### src/rtl/e203_exu_flush_ctrl_if.sv
// Flush handshake bundle between the branch-resolve/exception sources, the
// flush controller and the IFU.
interface e203_exu_flush_ctrl_if #(
    parameter int PC_SIZE = 32
);
    logic               brchmis_flush_req;
    logic [PC_SIZE-1:0] brchmis_flush_add_op1;
    logic [PC_SIZE-1:0] brchmis_flush_add_op2;
    logic               brchmis_flush_ack;
    logic               excp_flush_req;
    logic [PC_SIZE-1:0] excp_flush_pc;
    logic               excp_flush_ack;
    logic               pipe_flush_req;
    logic [PC_SIZE-1:0] pipe_flush_pc;
    logic               pipe_flush_ack;

    // Environment side: drives requests and the IFU ack.
    modport master (
        output brchmis_flush_req, brchmis_flush_add_op1, brchmis_flush_add_op2,
        output excp_flush_req, excp_flush_pc, pipe_flush_ack,
        input  brchmis_flush_ack, excp_flush_ack, pipe_flush_req, pipe_flush_pc
    );

    // Controller side.
    modport slave (
        input  brchmis_flush_req, brchmis_flush_add_op1, brchmis_flush_add_op2,
        input  excp_flush_req, excp_flush_pc, pipe_flush_ack,
        output brchmis_flush_ack, excp_flush_ack, pipe_flush_req, pipe_flush_pc
    );
endinterface

### src/rtl/e203_exu_flush_ctrl.sv
// EXU flush controller: arbitrates exception/branch flushes, latches the target
// PC and holds a registered flush toward the IFU. Counters built with E203_FLUSH_STAT_EN.
module e203_exu_flush_ctrl #(
    parameter int PC_SIZE = 32
) (
    input  logic                         clk,
    input  logic                         rst_n,
    e203_exu_flush_ctrl_if.slave         flush_if,
    output logic                         flush_busy,
    input  logic                         stat_clr,
    output logic [31:0]                  brch_flush_cnt,
    output logic [31:0]                  excp_flush_cnt
);

    typedef enum logic [0:0] {
        IDLE = 1'b0,
        PEND = 1'b1
    } state_t;

    state_t             state_q, state_d;
    logic [PC_SIZE-1:0] pc_q, pc_d;
    logic               can_accept_s;
    logic               excp_ack_s;
    logic               brch_ack_s;
    logic [PC_SIZE-1:0] brch_tgt_s;

    // Arbitration, target selection and next-state logic.
    always_comb begin
        state_d      = state_q;
        pc_d         = pc_q;
        can_accept_s = 1'b0;
        case (state_q)
            IDLE:    can_accept_s = 1'b1;
            PEND:    can_accept_s = flush_if.pipe_flush_ack;
            default: can_accept_s = 1'b0;
        endcase
        excp_ack_s = can_accept_s & flush_if.excp_flush_req;
        brch_ack_s = can_accept_s & flush_if.brchmis_flush_req & ~flush_if.excp_flush_req;
        brch_tgt_s = flush_if.brchmis_flush_add_op1 + flush_if.brchmis_flush_add_op2;
        if (excp_ack_s) begin
            pc_d    = {flush_if.excp_flush_pc[PC_SIZE-1:1], 1'b0};
            state_d = PEND;
        end else if (brch_ack_s) begin
            pc_d    = {brch_tgt_s[PC_SIZE-1:1], 1'b0};
            state_d = PEND;
        end else if ((state_q == PEND) && flush_if.pipe_flush_ack) begin
            state_d = IDLE;
        end else begin
            state_d = state_q;
        end
    end

    // State and target PC registers.
    always_ff @(posedge clk or negedge rst_n) begin
        if (!rst_n) begin
            state_q <= IDLE;
            pc_q    <= {PC_SIZE{1'b0}};
        end else begin
            state_q <= state_d;
            pc_q    <= pc_d;
        end
    end

    assign flush_if.excp_flush_ack    = excp_ack_s;
    assign flush_if.brchmis_flush_ack = brch_ack_s;
    assign flush_if.pipe_flush_req    = (state_q == PEND);
    assign flush_if.pipe_flush_pc     = pc_q;
    assign flush_busy                 = (state_q == PEND);

`ifdef E203_FLUSH_STAT_EN
    logic [31:0] brch_cnt_q, brch_cnt_d;
    logic [31:0] excp_cnt_q, excp_cnt_d;

    function automatic logic [31:0] sat_inc(input logic [31:0] v);
        if (v == 32'hFFFF_FFFF) begin
            sat_inc = v;
        end else begin
            sat_inc = v + 32'd1;
        end
    endfunction

    // Saturating counters; clear wins over a same-cycle increment.
    always_comb begin
        brch_cnt_d = brch_cnt_q;
        excp_cnt_d = excp_cnt_q;
        if (stat_clr) begin
            brch_cnt_d = 32'd0;
            excp_cnt_d = 32'd0;
        end else begin
            if (brch_ack_s) begin
                brch_cnt_d = sat_inc(brch_cnt_q);
            end else begin
                brch_cnt_d = brch_cnt_q;
            end
            if (excp_ack_s) begin
                excp_cnt_d = sat_inc(excp_cnt_q);
            end else begin
                excp_cnt_d = excp_cnt_q;
            end
        end
    end

    // Counter registers.
    always_ff @(posedge clk or negedge rst_n) begin
        if (!rst_n) begin
            brch_cnt_q <= 32'd0;
            excp_cnt_q <= 32'd0;
        end else begin
            brch_cnt_q <= brch_cnt_d;
            excp_cnt_q <= excp_cnt_d;
        end
    end

    assign brch_flush_cnt = brch_cnt_q;
    assign excp_flush_cnt = excp_cnt_q;
`else
    logic unused_stat_clr_s;
    assign unused_stat_clr_s = stat_clr;
    assign brch_flush_cnt    = 32'd0;
    assign excp_flush_cnt    = 32'd0;
`endif

endmodule

### src/flat_wrapper.sv
// flat-port wrapper written by rule: the top's interface ports become plain ports
module e203_exu_flush_ctrl_flat 
#(
    parameter int PC_SIZE = 32
)
  (clk, rst_n, flush_busy, stat_clr, brch_flush_cnt, excp_flush_cnt, flush_if_brchmis_flush_req, flush_if_brchmis_flush_add_op1, flush_if_brchmis_flush_add_op2, flush_if_excp_flush_req, flush_if_excp_flush_pc, flush_if_pipe_flush_ack, flush_if_brchmis_flush_ack, flush_if_excp_flush_ack, flush_if_pipe_flush_req, flush_if_pipe_flush_pc);
  e203_exu_flush_ctrl_if #(.PC_SIZE(PC_SIZE)) flush_if_i ();
  input  logic clk;
  input  logic rst_n;
  output logic flush_busy;
  input  logic stat_clr;
  output logic [31:0] brch_flush_cnt;
  output logic [31:0] excp_flush_cnt;
  input wire logic [$bits(flush_if_i.brchmis_flush_req)-1:0] flush_if_brchmis_flush_req;
  input wire logic [$bits(flush_if_i.brchmis_flush_add_op1)-1:0] flush_if_brchmis_flush_add_op1;
  input wire logic [$bits(flush_if_i.brchmis_flush_add_op2)-1:0] flush_if_brchmis_flush_add_op2;
  input wire logic [$bits(flush_if_i.excp_flush_req)-1:0] flush_if_excp_flush_req;
  input wire logic [$bits(flush_if_i.excp_flush_pc)-1:0] flush_if_excp_flush_pc;
  input wire logic [$bits(flush_if_i.pipe_flush_ack)-1:0] flush_if_pipe_flush_ack;
  output wire logic [$bits(flush_if_i.brchmis_flush_ack)-1:0] flush_if_brchmis_flush_ack;
  output wire logic [$bits(flush_if_i.excp_flush_ack)-1:0] flush_if_excp_flush_ack;
  output wire logic [$bits(flush_if_i.pipe_flush_req)-1:0] flush_if_pipe_flush_req;
  output wire logic [$bits(flush_if_i.pipe_flush_pc)-1:0] flush_if_pipe_flush_pc;
  assign flush_if_i.brchmis_flush_req = flush_if_brchmis_flush_req;
  assign flush_if_i.brchmis_flush_add_op1 = flush_if_brchmis_flush_add_op1;
  assign flush_if_i.brchmis_flush_add_op2 = flush_if_brchmis_flush_add_op2;
  assign flush_if_i.excp_flush_req = flush_if_excp_flush_req;
  assign flush_if_i.excp_flush_pc = flush_if_excp_flush_pc;
  assign flush_if_i.pipe_flush_ack = flush_if_pipe_flush_ack;
  assign flush_if_brchmis_flush_ack = flush_if_i.brchmis_flush_ack;
  assign flush_if_excp_flush_ack = flush_if_i.excp_flush_ack;
  assign flush_if_pipe_flush_req = flush_if_i.pipe_flush_req;
  assign flush_if_pipe_flush_pc = flush_if_i.pipe_flush_pc;
  e203_exu_flush_ctrl #(.PC_SIZE(PC_SIZE)) u_core (.clk(clk), .rst_n(rst_n), .flush_if(flush_if_i), .flush_busy(flush_busy), .stat_clr(stat_clr), .brch_flush_cnt(brch_flush_cnt), .excp_flush_cnt(excp_flush_cnt));
endmodule
### config.mk
export PLATFORM = sky130hd
export DESIGN_NAME = e203_exu_flush_ctrl_flat
export DESIGN_NICKNAME = d
export VERILOG_FILES = /design/src/rtl/e203_exu_flush_ctrl_if.sv /design/src/rtl/e203_exu_flush_ctrl.sv /design/src/flat_wrapper.sv
export SDC_FILE = /design/constraint.sdc
export NUM_CORES = 1
export LEC_CHECK = 0
export BUFFER_PORTS_ARGS = -buffer_cell sky130_fd_sc_hd__buf_2
export CELL_PAD_IN_SITES_DETAIL_PLACEMENT = 0
export CELL_PAD_IN_SITES_GLOBAL_PLACEMENT = 1
export CORE_MARGIN = 8
export CORE_UTILIZATION = 28
export CTS_CLUSTER_DIAMETER = 120
export DETAILED_ROUTE_END_ITERATION = 8
export PLACE_DENSITY = 0.82
export SYNTH_ARGS = -nofsm -noshare
export SYNTH_HDL_FRONTEND = slang
export SYNTH_SLANG_ARGS = --single-unit
### constraint.sdc
create_clock -name clk -period 1.4 [get_ports clk]
set_input_delay 0.28 -clock clk [delete_from_list [all_inputs] [get_ports clk]]
set_output_delay 0.28 -clock clk [all_outputs]
set_load 0.1 [all_outputs]
==> impl_metrics.ini <==
[worst_setup_path]
cp_max_fo = 3
crit_path_start_kind = input port
path_class = in -> reg
cpPeakStageDelay_ps = 330
r2r_slack_ps = -310
worst_path_max_delay_cell = fa_2
cp.arrival_ps = 2370
path_cells = buf_6, and2_4, fa_2, a21o_1, a221oi_4, o31a_4, o31ai_4, o41ai_4, buf_4, xnor2_1, nand2_1, a31oi_1
endpoint_kind = register
cp.required_ps = 1590

[final_layout]
diodes = 0
areaGrowthSynthToFinish_pct = 76.5
nets = 822
drive_gt1_share_pct = 51.4
postLayoutCoreUtil_pct = 49.9

[yosys]
synth.area.top_cells = dfrtp_1 23%, buf_4 15%, ha_1 11%
avgSynthCellArea_um2 = 7.88
synthFlopType = dfrtp_1
yosysSeqAreaShare_pct = 22.7
yosys-top-cells-count = 70 x buf_4, 56 x a21oi_1, 46 x nand2_1
yosys_warnings = 0
synth.most_common_cell = buf_4
ys_seq_elements = 32
synth_top_cell_area_share_pct = 22.7
netlist_area_um2 = 3520
synth_edf_count = 0
yosys.area.top_type = dfrtp_1
synth-async-reset-ratio_pct = 100
syn_inst = 447
synth.distinct_cells = 49

[place]
io_buffers = 134
preCtsSetupSlack_ps = -1190
hpwl_mm = 10.8
place.gp.congestion = 0.871

[clocking]
cts_tree = done
path_clk_slew_ps = 50
numCtsBuffers = 5
cts_buffer_depth = 2
cts_root_buf = clkbuf_16
cts.htree.levels = 2
clk_latency_ps = 280
cts.sinks = 32

[detailed_routing]
via_per_inst = 4.61
wl_per_cell_um = 15.6
drc_errors = 0
highest_layer = met4
finalWirelength_mm = 13.4
m1WireLength_mm = 5.56
wl_met2_mm = 6.72
dr_wl_met3_um = 937
via_count = 3976
drt-pass1-iter-count = 4
drtIter0Drc = 269
ant_nets = 0

[timing]
skew_ps = 1.69
slew_headroom_pct = 49.2
hold_ws_ps = 210
min_period_over_period_pct = 155
setup_viol = 31
grt_setup_unrepaired = yes
fin_crit_ps = 2170
slew_viol_final = 0
hold_violations = 0
fin_ws_ps = -775
fmax_mhz = 460
fin_tns_setup_ps = -14470
tightestPinTransition_ps = 759

[floorplan]
row_count = 41
num_io_pins = 202
initial_core_util_pct = 28.2
die-area_um2 = 16400
core_area_um2 = 12500
die_x_um = 128
die_y_um = 128

[outcome]
status = finished, violations left
violations = setup timing

[power]
powerDensity_nw_per_um2 = 1130
p_leak_nw = 2.95
irDropWorstVdd_uv = 487
p_total_w = 0.00704

[global_routing]
grt_pass1_vias = 4333
grt_pass1_wl_mm = 20.7
overflow = 0
grt_max_degree = 24
antenna_found_initial = 0
grt_usage_pct = 15.4

[job]
maxCapViolCount = 0

[min_path]
min_path_type = in -> reg
layout by cell type (no fill, tap or decap), types with 6 or more instances in the layout:
| cell type | netlist | layout |
|---|---|---|
| a22oi_1 | 9 | 9 |
| nand2_2 | 0 | 6 |
| buf_4 | 70 | 100 |
| ha_4 | 0 | 18 |
| ha_1 | 30 | 12 |
| buf_2 | 4 | 108 |
| dfrtp_1 | 32 | 31 |
| nor2_1 | 36 | 34 |
| xnor2_2 | 0 | 7 |
| a21oi_4 | 0 | 6 |
| nand2_1 | 46 | 36 |
| buf_6 | 0 | 27 |
| nand4_1 | 7 | 7 |
| o21ai_1 | 2 | 19 |
| a21oi_2 | 0 | 12 |
| conb_1 | 1 | 65 |
| o21ai_2 | 0 | 7 |
| xnor2_1 | 18 | 11 |
| a21o_1 | 12 | 12 |
| buf_12 | 0 | 17 |
| o21ai_0 | 36 | 11 |
| a21oi_1 | 56 | 38 |
worst paths after layout:
path	startpoint	end	cells after the start
worst max-delay path	flush_if_brchmis_flush_add_op2[0]	u_core.flush_if.pipe_flush_pc[22]	12
min in group asynchronous	rst_n	u_core.flush_if.pipe_flush_pc[2]	2
worst max register to register	u_core.flush_busy	u_core.flush_if.pipe_flush_pc[21]	7
worst min register to register	u_core.flush_if.pipe_flush_pc[25]	u_core.flush_if.pipe_flush_pc[25]	2
max in group asynchronous	rst_n	u_core.flush_if.pipe_flush_pc[25]	3
worst min-delay path	flush_if_excp_flush_pc[10]	u_core.flush_if.pipe_flush_pc[10]	3
layer usage:
metal	up-vias	GRT usage, %
met5	-	0
met1	1871	18.0
li1	1939	-
met4	0	5.03
met3	15	2.58
met2	151	27.8
where the power goes:
group | internal (W) | switching, W
clock network | 0.000834 | 0.000400
registers | 0.00109 | 0.000135
logic | 0.00144 | 0.00314
total | 0.00337 | 0.00367
sequential cells by signal, indices dropped and copies added, names as in the netlist:
register	cells
u_core.flush_if.pipe_flush_pc	31
u_core.flush_busy	1
logic make-up (layout without fill, tap and decap cells):
| family | count (synthesis) | in the layout | synth area share (%) |
|---|---|---|---|
| adder cells (fa/ha/maj) | 31 | 31 | 11.2 |
| buffers and inverters | 90 | 269 | 17.2 |
| XOR/XNOR | 29 | 29 | 7.21 |
| flip-flops | 32 | 32 | 22.7 |
| AO/OA/AOI/OAI | 150 | 150 | 27.0 |
| multiplexers | 1 | 1 | 0.284 |
| other | 1 | 65 | 0.107 |
| AND/OR/NAND/NOR | 113 | 113 | 14.3 |
repair_timing:
item	CTS	global route
setup endpoints to repair	30	32
pin swaps	54	50
gates cloned	1	1
resized for setup	88	42
endpoints found under the hold margin	15	0
hold buffers	1	0
setup buffers	16	9
per-stage QoR:
stage                     instance area (um2)  cells
after floorplan                          3980    511
after global placement                   5160    828
after detailed placement                 5160    828
after CTS                                5970    854
after global routing                     6210    862
final                                    6210    862
worst max-delay path, delay by kind of cell:
kind                       cells  cell delay, ps
AOI/OAI and AO/OA              6            1110
adders and majority gates      1             330
and+or+nand+nor                2             230
xor gates and xnor gates       1             120
buffers and inverters          2             280
final cells by class:
cell class	count	area, um2
Sequential cell	32	805
Timing Repair Buffer	254	1980
Clock inverter	3	42.5
Tap cell	172	215
Multi-Input combinational cell	389	3010
Inverter	7	35.0
Clock buffer	5	125
Fill cell	1172	6250
Power figures use the tool's default switching activity.
